## config.mk

```make
export PLATFORM = sky130hd
export DESIGN_NAME = integrate_dump
export DESIGN_NICKNAME = d
export VERILOG_FILES = /design/src/rtl/gps_accum_pkg.sv /design/src/rtl/integrate_dump_sat_add.sv /design/src/rtl/integrate_dump.sv
export SDC_FILE = /design/constraint.sdc
export NUM_CORES = 1
export LEC_CHECK = 0
export BUFFER_PORTS_ARGS = -buffer_cell sky130_fd_sc_hd__buf_2
export CAP_MARGIN = 30
export CORE_AREA = 2 2 154 156
export DETAILED_ROUTE_END_ITERATION = 7
export DIE_AREA = 0 0 156 158
export PLACE_DENSITY = 0.48
export SLEW_MARGIN = 10
export SYNTH_ARGS = -nofsm -noshare
export SYNTH_HDL_FRONTEND = slang
export SYNTH_HIERARCHICAL = 1
export SYNTH_SLANG_ARGS = --single-unit
```

## constraint.sdc

```tcl
create_clock -name clk_in -period 3.5 [get_ports clk_in]
set_clock_uncertainty 0.15 [all_clocks]
set_input_delay 0.35 -clock clk_in [delete_from_list [all_inputs] [get_ports clk_in]]
set_output_delay 0.35 -clock clk_in [all_outputs]
set_load 0.1 [all_outputs]
```

## src/rtl/gps_accum_pkg.sv

```systemverilog
// Shared widths, slot-state encoding and the epoch result bundle for the
// GPS integrate-and-dump path.
package gps_accum_pkg;

  localparam int SAMPLE_W_DEF = 8;
  localparam int ACC_W_DEF    = 24;
  localparam int CNT_W_DEF    = 14;

  typedef enum logic [0:0] {
    SLOT_EMPTY = 1'b0,
    SLOT_FULL  = 1'b1
  } slot_state_e;

  // Fields are sized for the default build; narrower instances sign/zero-extend into them.
  typedef struct packed {
    logic signed [ACC_W_DEF-1:0] acc_i;
    logic signed [ACC_W_DEF-1:0] acc_q;
    logic [CNT_W_DEF-1:0]        cnt;
    logic                        sat;
  } epoch_result_t;

endpackage

```

## src/rtl/integrate_dump_sat_add.sv

```systemverilog
// Signed saturating accumulate step: a_i + sign-extended b_i, clamped to the
// ACC_W range, with a flag raised whenever clamping happened.
module sat_add #(
  parameter int IN_W  = 8,
  parameter int ACC_W = 24
) (
  input  logic signed [ACC_W-1:0] a_i,
  input  logic signed [IN_W-1:0]  b_i,
  input  logic                    en_i,
  output logic signed [ACC_W-1:0] sum_o,
  output logic                    sat_o
);

  localparam logic signed [ACC_W-1:0] MAX_C = {1'b0, {(ACC_W-1){1'b1}}};
  localparam logic signed [ACC_W-1:0] MIN_C = {1'b1, {(ACC_W-1){1'b0}}};

  logic [ACC_W:0] wide_s;

  // One guard bit: overflow shows up as disagreement between the top two bits.
  always_comb begin
    wide_s = {a_i[ACC_W-1], a_i} + {{(ACC_W+1-IN_W){b_i[IN_W-1]}}, b_i};
    if (!en_i) begin
      sum_o = a_i;
      sat_o = 1'b0;
    end else if (wide_s[ACC_W] != wide_s[ACC_W-1]) begin
      sum_o = wide_s[ACC_W] ? MIN_C : MAX_C;
      sat_o = 1'b1;
    end else begin
      sum_o = wide_s[ACC_W-1:0];
      sat_o = 1'b0;
    end
  end

endmodule

```

## src/rtl/integrate_dump.sv

```systemverilog
// Integrate-and-dump accumulator: sums I/Q samples over an epoch and offers
// the totals on dump through a one-entry valid/ready result slot.
module integrate_dump
  import gps_accum_pkg::*;
#(
  parameter int SAMPLE_W = SAMPLE_W_DEF,
  parameter int ACC_W    = ACC_W_DEF,
  parameter int CNT_W    = CNT_W_DEF
) (
  input  logic                       clk_in,
  input  logic                       rst,
  input  logic                       sample_valid,
  input  logic signed [SAMPLE_W-1:0] sample_i,
  input  logic signed [SAMPLE_W-1:0] sample_q,
  input  logic                       dump,
  output logic                       out_valid,
  input  logic                       out_ready,
  output logic signed [ACC_W-1:0]    acc_i_out,
  output logic signed [ACC_W-1:0]    acc_q_out,
  output logic [CNT_W-1:0]           cnt_out,
  output logic                       sat_out,
  output logic                       overrun
);

  localparam logic [CNT_W-1:0] CNT_MAX_C = {CNT_W{1'b1}};

  logic signed [ACC_W-1:0] acc_i_q, acc_q_q;
  logic [CNT_W-1:0]        cnt_q, cnt_d;
  logic                    sat_q, sat_d;

  logic signed [ACC_W-1:0] sum_i_s, sum_q_s;
  logic                    sat_i_s, sat_q_s;

  slot_state_e   state_q;
  epoch_result_t res_q, tot_s;
  logic          out_valid_q, overrun_q;
  logic          unused_s;

  sat_add #(.IN_W(SAMPLE_W), .ACC_W(ACC_W)) u_add_i (
    .a_i   (acc_i_q),
    .b_i   (sample_i),
    .en_i  (sample_valid),
    .sum_o (sum_i_s),
    .sat_o (sat_i_s)
  );

  sat_add #(.IN_W(SAMPLE_W), .ACC_W(ACC_W)) u_add_q (
    .a_i   (acc_q_q),
    .b_i   (sample_q),
    .en_i  (sample_valid),
    .sum_o (sum_q_s),
    .sat_o (sat_q_s)
  );

  // Sample count holds at full scale instead of wrapping.
  always_comb begin
    if (sample_valid && (cnt_q != CNT_MAX_C)) begin
      cnt_d = cnt_q + {{(CNT_W-1){1'b0}}, 1'b1};
    end else begin
      cnt_d = cnt_q;
    end
    sat_d = sat_q | sat_i_s | sat_q_s;
  end

  // Epoch totals include a sample arriving in the dump cycle.
  always_comb begin
    tot_s       = '0;
    tot_s.acc_i = ACC_W_DEF'(sum_i_s);
    tot_s.acc_q = ACC_W_DEF'(sum_q_s);
    tot_s.cnt   = CNT_W_DEF'(cnt_d);
    tot_s.sat   = sat_d;
  end

  // Running accumulators; every dump, dropped or not, starts a fresh epoch.
  always_ff @(posedge clk_in) begin
    if (rst || dump) begin
      acc_i_q <= '0;
      acc_q_q <= '0;
      cnt_q   <= '0;
      sat_q   <= 1'b0;
    end else begin
      acc_i_q <= sum_i_s;
      acc_q_q <= sum_q_s;
      cnt_q   <= cnt_d;
      sat_q   <= sat_d;
    end
  end

  // Result slot FSM with registered valid, data and sticky overrun.
  always_ff @(posedge clk_in) begin
    if (rst) begin
      state_q     <= SLOT_EMPTY;
      out_valid_q <= 1'b0;
      res_q       <= '0;
      overrun_q   <= 1'b0;
    end else begin
      case (state_q)
        SLOT_EMPTY: begin
          if (dump) begin
            res_q       <= tot_s;
            state_q     <= SLOT_FULL;
            out_valid_q <= 1'b1;
          end
        end
        SLOT_FULL: begin
          if (dump && out_ready) begin
            res_q <= tot_s;
          end else if (dump) begin
            overrun_q <= 1'b1;
          end else if (out_ready) begin
            state_q     <= SLOT_EMPTY;
            out_valid_q <= 1'b0;
          end
        end
        default: begin
          state_q     <= SLOT_EMPTY;
          out_valid_q <= 1'b0;
        end
      endcase
    end
  end

  assign out_valid = out_valid_q;
  assign overrun   = overrun_q;
  assign acc_i_out = res_q.acc_i[ACC_W-1:0];
  assign acc_q_out = res_q.acc_q[ACC_W-1:0];
  assign cnt_out   = res_q.cnt[CNT_W-1:0];
  assign sat_out   = res_q.sat;
  // Narrower builds leave high bundle bits unread; fold them here.
  assign unused_s  = ^res_q;

endmodule

```

# Word level (Yosys, flattened, before mapping)
# Index checks and enable logic that the tools add are counted.
dict set report totals {
  out_inout_bits 65
  regBits 129
}
dict set report classes {
  mux 24
  reduce_logical 6
  n_addsub 3
  eq_ne 8
  bitwise 4
}
# op n
set op_table {}
lappend op_table {{$mux 24} 6}
lappend op_table {{$mux 63} 2}
lappend op_table {{$pmux 63 s2} 1}
lappend op_table {{$add 24x8->25} 2}
lappend op_table {{$add 14x1->14 const B} 1}
lappend op_table {{$mux 14} 1}
lappend op_table {{$ne 14x14->1 const B} 1}
lappend op_table {{$mux 1} 12}
lappend op_table {{$ne 2x2->1 const B} 4}
lappend op_table {{$pmux 1 s2} 2}
lappend op_table {{$reduce_and 4->1} 1}
lappend op_table {{$reduce_and 3->1} 1}
lappend op_table {{$logic_and 1x1->1} 2}
lappend op_table {{$ne 1x1->1} 2}
lappend op_table {{$ne 2x1->1 const B} 1}
lappend op_table {{$not 1->1} 2}
lappend op_table {{$or 1x1->1} 2}
lappend op_table {{$reduce_and 2->1} 1}
lappend op_table {{$logic_or 1x1->1} 1}

# Depth between registers and ports, before layout
dict set report depth {
  depth_word 8
  depth_mapped 14
  depth_no_buf 13
}

# By module
# Netlist, hierarchy kept.
# module instances cells_per_inst area_each_um2
set by_module_without_submodules {}
lappend by_module_without_submodules {integrate_dump 1 466 4335.4}
lappend by_module_without_submodules {{sat_add at u_add_q} 1 255 1826.8}
lappend by_module_without_submodules {{sat_add at u_add_i} 1 259 1804.2}

# Worst setup path after synthesis
# OpenSTA, ideal clock, no wires.
dict set report synth_path {
  path_type {input -> register}
  from {in sample_i[0]}
  to {reg res_q, in the netlist sat_out}
  arrival_ns 2.747
  t_required_ns 3.213
  path_buffers 1
  stages 13
  setup_slack_ns 0.465
  cell_sequence {ha_1 -> inv_1 -> fa_1 -> nor2b_1 -> o31a_1 -> o311a_1 -> o311ai_4 -> a21oi_2 -> o221a_2 -> buf_6 -> o21a_1 -> nor3_1 -> a211oi_1}
}
dict set report synth_between {
  elab_chain_len 8
}
# element line_no
set synth_rtl {}
lappend synth_rtl {{start, declared} integrate_dump.sv:13} ;# input logic signed [SAMPLE_W-1:0] sample_i,
lappend synth_rtl {{$add 24x8->25 *} integrate_dump_sat_add.sv:21} ;# wide_s = {a_i[ACC_W-1], a_i} + {{(ACC_W+1-IN_W){b_i[IN_W-1]}}, b_i};
lappend synth_rtl {{$ne 1x1->1 *} integrate_dump_sat_add.sv:25} ;# end else if (wide_s[ACC_W] != wide_s[ACC_W-1]) begin
lappend synth_rtl {{$mux 1 *} integrate_dump_sat_add.sv:25}
lappend synth_rtl {{$mux 1 *} integrate_dump_sat_add.sv:22} ;# if (!en_i) begin
lappend synth_rtl {{named net sat_i_s} integrate_dump.sv:32} ;# logic sat_i_s, sat_q_s;
lappend synth_rtl {{$or 1x1->1 * (2 in series)} integrate_dump.sv:62} ;# sat_d = sat_q | sat_i_s | sat_q_s;
lappend synth_rtl {{$mux 63, on equally long branches} {integrate_dump.sv:106, integrate_dump.sv:99}}
lappend synth_rtl {{$pmux 63 s2 *} integrate_dump.sv:97} ;# case (state_q)
lappend synth_rtl {{end signal, assigned} integrate_dump.sv:100} ;# res_q <= tot_s;
lappend synth_rtl {{end signal, assigned} integrate_dump.sv:107} ;# res_q <= tot_s;
lappend synth_rtl {{end, declared} integrate_dump.sv:35} ;# epoch_result_t res_q, tot_s;
# Mark *: on every way through the listed nets, which the timed path passes. The rest lies on a longest branch. The select of a mux whose other input is x is not followed.
# A chain may end at the register's enable or synchronous reset.

# Final worst setup path
dict set report layout_path {
  from {reg acc_i_q[0]}
  to {reg res_q, in the netlist sat_out}
}
dict set report layout_between {
  elab_chain_len 8
}
# element line_no
set layout_rtl {}
lappend layout_rtl {{start, declared} integrate_dump.sv:27} ;# logic signed [ACC_W-1:0] acc_i_q, acc_q_q;
lappend layout_rtl {{start signal, assigned} integrate_dump.sv:82} ;# acc_i_q <= sum_i_s;
lappend layout_rtl {{$add 24x8->25 *} integrate_dump_sat_add.sv:21}
lappend layout_rtl {{$ne 1x1->1 *} integrate_dump_sat_add.sv:25}
lappend layout_rtl {{$mux 1 *} integrate_dump_sat_add.sv:25}
lappend layout_rtl {{$mux 1 *} integrate_dump_sat_add.sv:22}
lappend layout_rtl {{named net sat_i_s} integrate_dump.sv:32}
lappend layout_rtl {{$or 1x1->1 * (2 in series)} integrate_dump.sv:62}
lappend layout_rtl {{$mux 63, on equally long branches} {integrate_dump.sv:106, integrate_dump.sv:99}}
lappend layout_rtl {{$pmux 63 s2 *} integrate_dump.sv:97}
# Marked as above.

==> metrics.txt <==
status completed; FMAX 308 MHz; synth top area cells dfxtp_1 32%, ha_1 7.7%, a21oi_1 7.6%; Tcrit/Tclk final 92.8%; CTS clk-pin slew, worst paths 60 ps; DRT iter0 DRCs 304; pwr dens 502 nW/um2; CP max stage delay 360 ps; DIE HEIGHT 158 um; gr ovfl total 0; IO Port Bufs 85; share of post-route cells with drive strength above 1 19.2%; Fin Setup TNS 0 ps; CP Class reg -> reg; VDD IR-drop max 0.294 mV; share of the synthesized area in the top cell type 32.4%; dpl cells 1340; Routed WL per cell 15.8 um; CTS tree yes; slowest CP cell o311a_1; R2R cell count 13; YS warnings 6; Max Root-Sink Buffers 2; Setup WS pre-CTS -107 ps; ordered cell list for the critical path ha_1 > inv_1 > fa_1 > nor2b_1 > o31a_1 > o311a_1 > o311ai_4 > a21oi_2 > o221a_2 > buf_4 > o21a_1 > nor3_1 > a211oi_1; Netlist Area Pre-Place 7970 um2; Critical R2R Launch acc_i_q[0]$_SDFF_PP0_; hold-fix buffers at CTS 0; post-route ant nets 0; largest net degree at the start of global routing 70; H-tree levels 4; placer congestion estimate 0.892; cell class contributing the biggest share of worst-path delay compound AO/OA/AOI/OAI gates; placed cell areas 8790 um2; width of the die 156 um; Worst-Margin Slew 979 ps; Clock Sinks 129; min-delay src out_ready; post-layout util 40.9%; Synth area leader dfxtp_1; vias 7231; worst hold path stage count 4; Pwr Total 4.73 mW; drt total wl 21.7 mm; fin worst setup slack 253 ps; diode count 0; Die Area 24600 um2; Yosys cell types 95; FP Rows 56; Final Hold Viols 0; vias in the first global route 6889; final layout net count 1143; CORE AREA 23100 um2; worst path bufs/invs 2; RSZ-0062 raised after global routing false; DP HPWL 15.4 mm; Post-synth EDFFs 0; DRC viols 0; register area share after synthesis 32.4%; Finished Cell Area 9420 um2; Worst path depth 13; Min Hold Slack 109 ps; Crit. Startpoint acc_i_q[0]$_SDFF_PP0_; Worst Path Arrival 3370 ps; Lkg Pwr 3.95 nW; worst path required time 3620 ps; initial core utilization 34.6%; I/O pin total 86; Mapped Cells 980; Slew HR 34.2%; CTS root buf clkbuf_16; non-filler instance count after layout 1373; Syn-to-layout area delta 18.3%; Total GRT Usage 18.2%; Max FO, Critical Path 4; Tmin final 3250 ps; routed vias/inst 5.27; Slew Viols, Final 0; clk_lat worst skew 420 ps; synthesis-stage register bit count 129; MaxCap Viol Count 0; Net Count, Synth 1052; Final setup violation count 0; First-pass DRT Iterations 6; first-pass GRT wire length 35.8 mm; initial antenna violation count 0; startpoint types flop; endpoint class of the critical path flop; cts bufs inserted 17; Hold Crit Class in -> reg; top_reg_cell synth dfxtp_1; Filler cells 2365; Synth Area per Inst 8.13 um2; Post-synth ARST share 0%
[cell type report]
| cell class | count | area, um2 | area share (%) |
|---|---|---|---|
| Inverter | 38 | 143 | 1.51 |
| Multi-Input combinational cell | 760 | 4950 | 52.5 |
| Timing Repair Buffer | 125 | 788 | 8.37 |
| Clock inverter | 11 | 129 | 1.37 |
| Sequential cell | 129 | 2580 | 27.4 |
| Clock buffer | 20 | 467 | 4.95 |
| Tap cell | 290 | 363 | 3.85 |
[where the power goes]
group	internal [mW]	leakage (nW)	total (mW)	switching [mW]
Sequential	1.55	1.05	1.59	0.0434
Clock	1.11	0.289	1.81	0.704
Combinational	0.423	2.61	1.33	0.905
[cell families (layout without fill, tap and decap cells)]
kind of cell | Yosys count | after routing | share of synthesized area [%]
AO/OA/AOI/OAI | 315 | 315 | 27.1
XOR/XNOR | 41 | 41 | 4.60
adder cells (fa/ha/maj) | 54 | 54 | 8.59
buffers and inverters | 91 | 194 | 5.75
flip-flops | 129 | 129 | 32.4
multiplexers | 4 | 4 | 0.518
AND/OR/NAND/NOR | 346 | 346 | 21.1
[sequential cells by signal, indices dropped and copies added (netlist names), 14 cells and up]
register / cells
acc_i_out: 24
cnt_q: 14
cnt_out: 14
acc_q_q: 24
acc_q_out: 24
acc_i_q: 24
[Yosys cell counts, types with 12 or more instances]
master and count:
nor2_1 61, xor2_1 17, nor3_1 15, nand2_1 142, a21oi_1 121, and2_1 51
clkbuf_1 26, dfxtp_1 129, nand2b_1 13, xnor2_1 23, o21ai_1 15, a22o_1 16
nand3_1 14, o21ai_0 39, ha_1 49, a21o_1 12, inv_1 38
[routing by layer]
metal	track usage (%)	vias up	part of all wire (%)
met5	0	-	0
met4	5.11	0	1.3
met3	3.56	19	2.9
met2	30.3	102	47
met1	23.9	3424	49
li1	-	3686	-
[worst min-delay path: stages]
cell and delay (ps):
buf_2 100, nand2_1 50, o22ai_1 70, nor2_1 70
[path summary, 6_finish.rpt]
check / end / slack [ps]
max: sat_out$_SDFFE_PP0P_ / 250
min: out_valid$_SDFFE_PP0P_ / 110
max reg2reg: sat_out$_SDFFE_PP0P_ / 250
min reg2reg: acc_i_out[23]$_SDFFE_PP0P_ / 300
[cell usage in the layout (no fill, tap or decap), drive strengths merged, types with 8 or more instances in the layout]
cell and n:
nand2 142, dfxtp 129, a21oi 125, buf 125, nor2 61, o21ai 56
and2 51, ha 49, inv 40, xnor2 23, clkbuf 20, a22o 19
xor2 18, o22ai 17, nor3 15, nand3 15, nand2b 13, a21o 13
nand4 12, nor2b 10, a31oi 8, o31ai 8
[timing repair]
action,CTS,global route
buffers inserted,0,2
resized for setup,0,3
endpoints found under the setup margin,0,62
No activity file was read; power rests on OpenSTA's default activity.
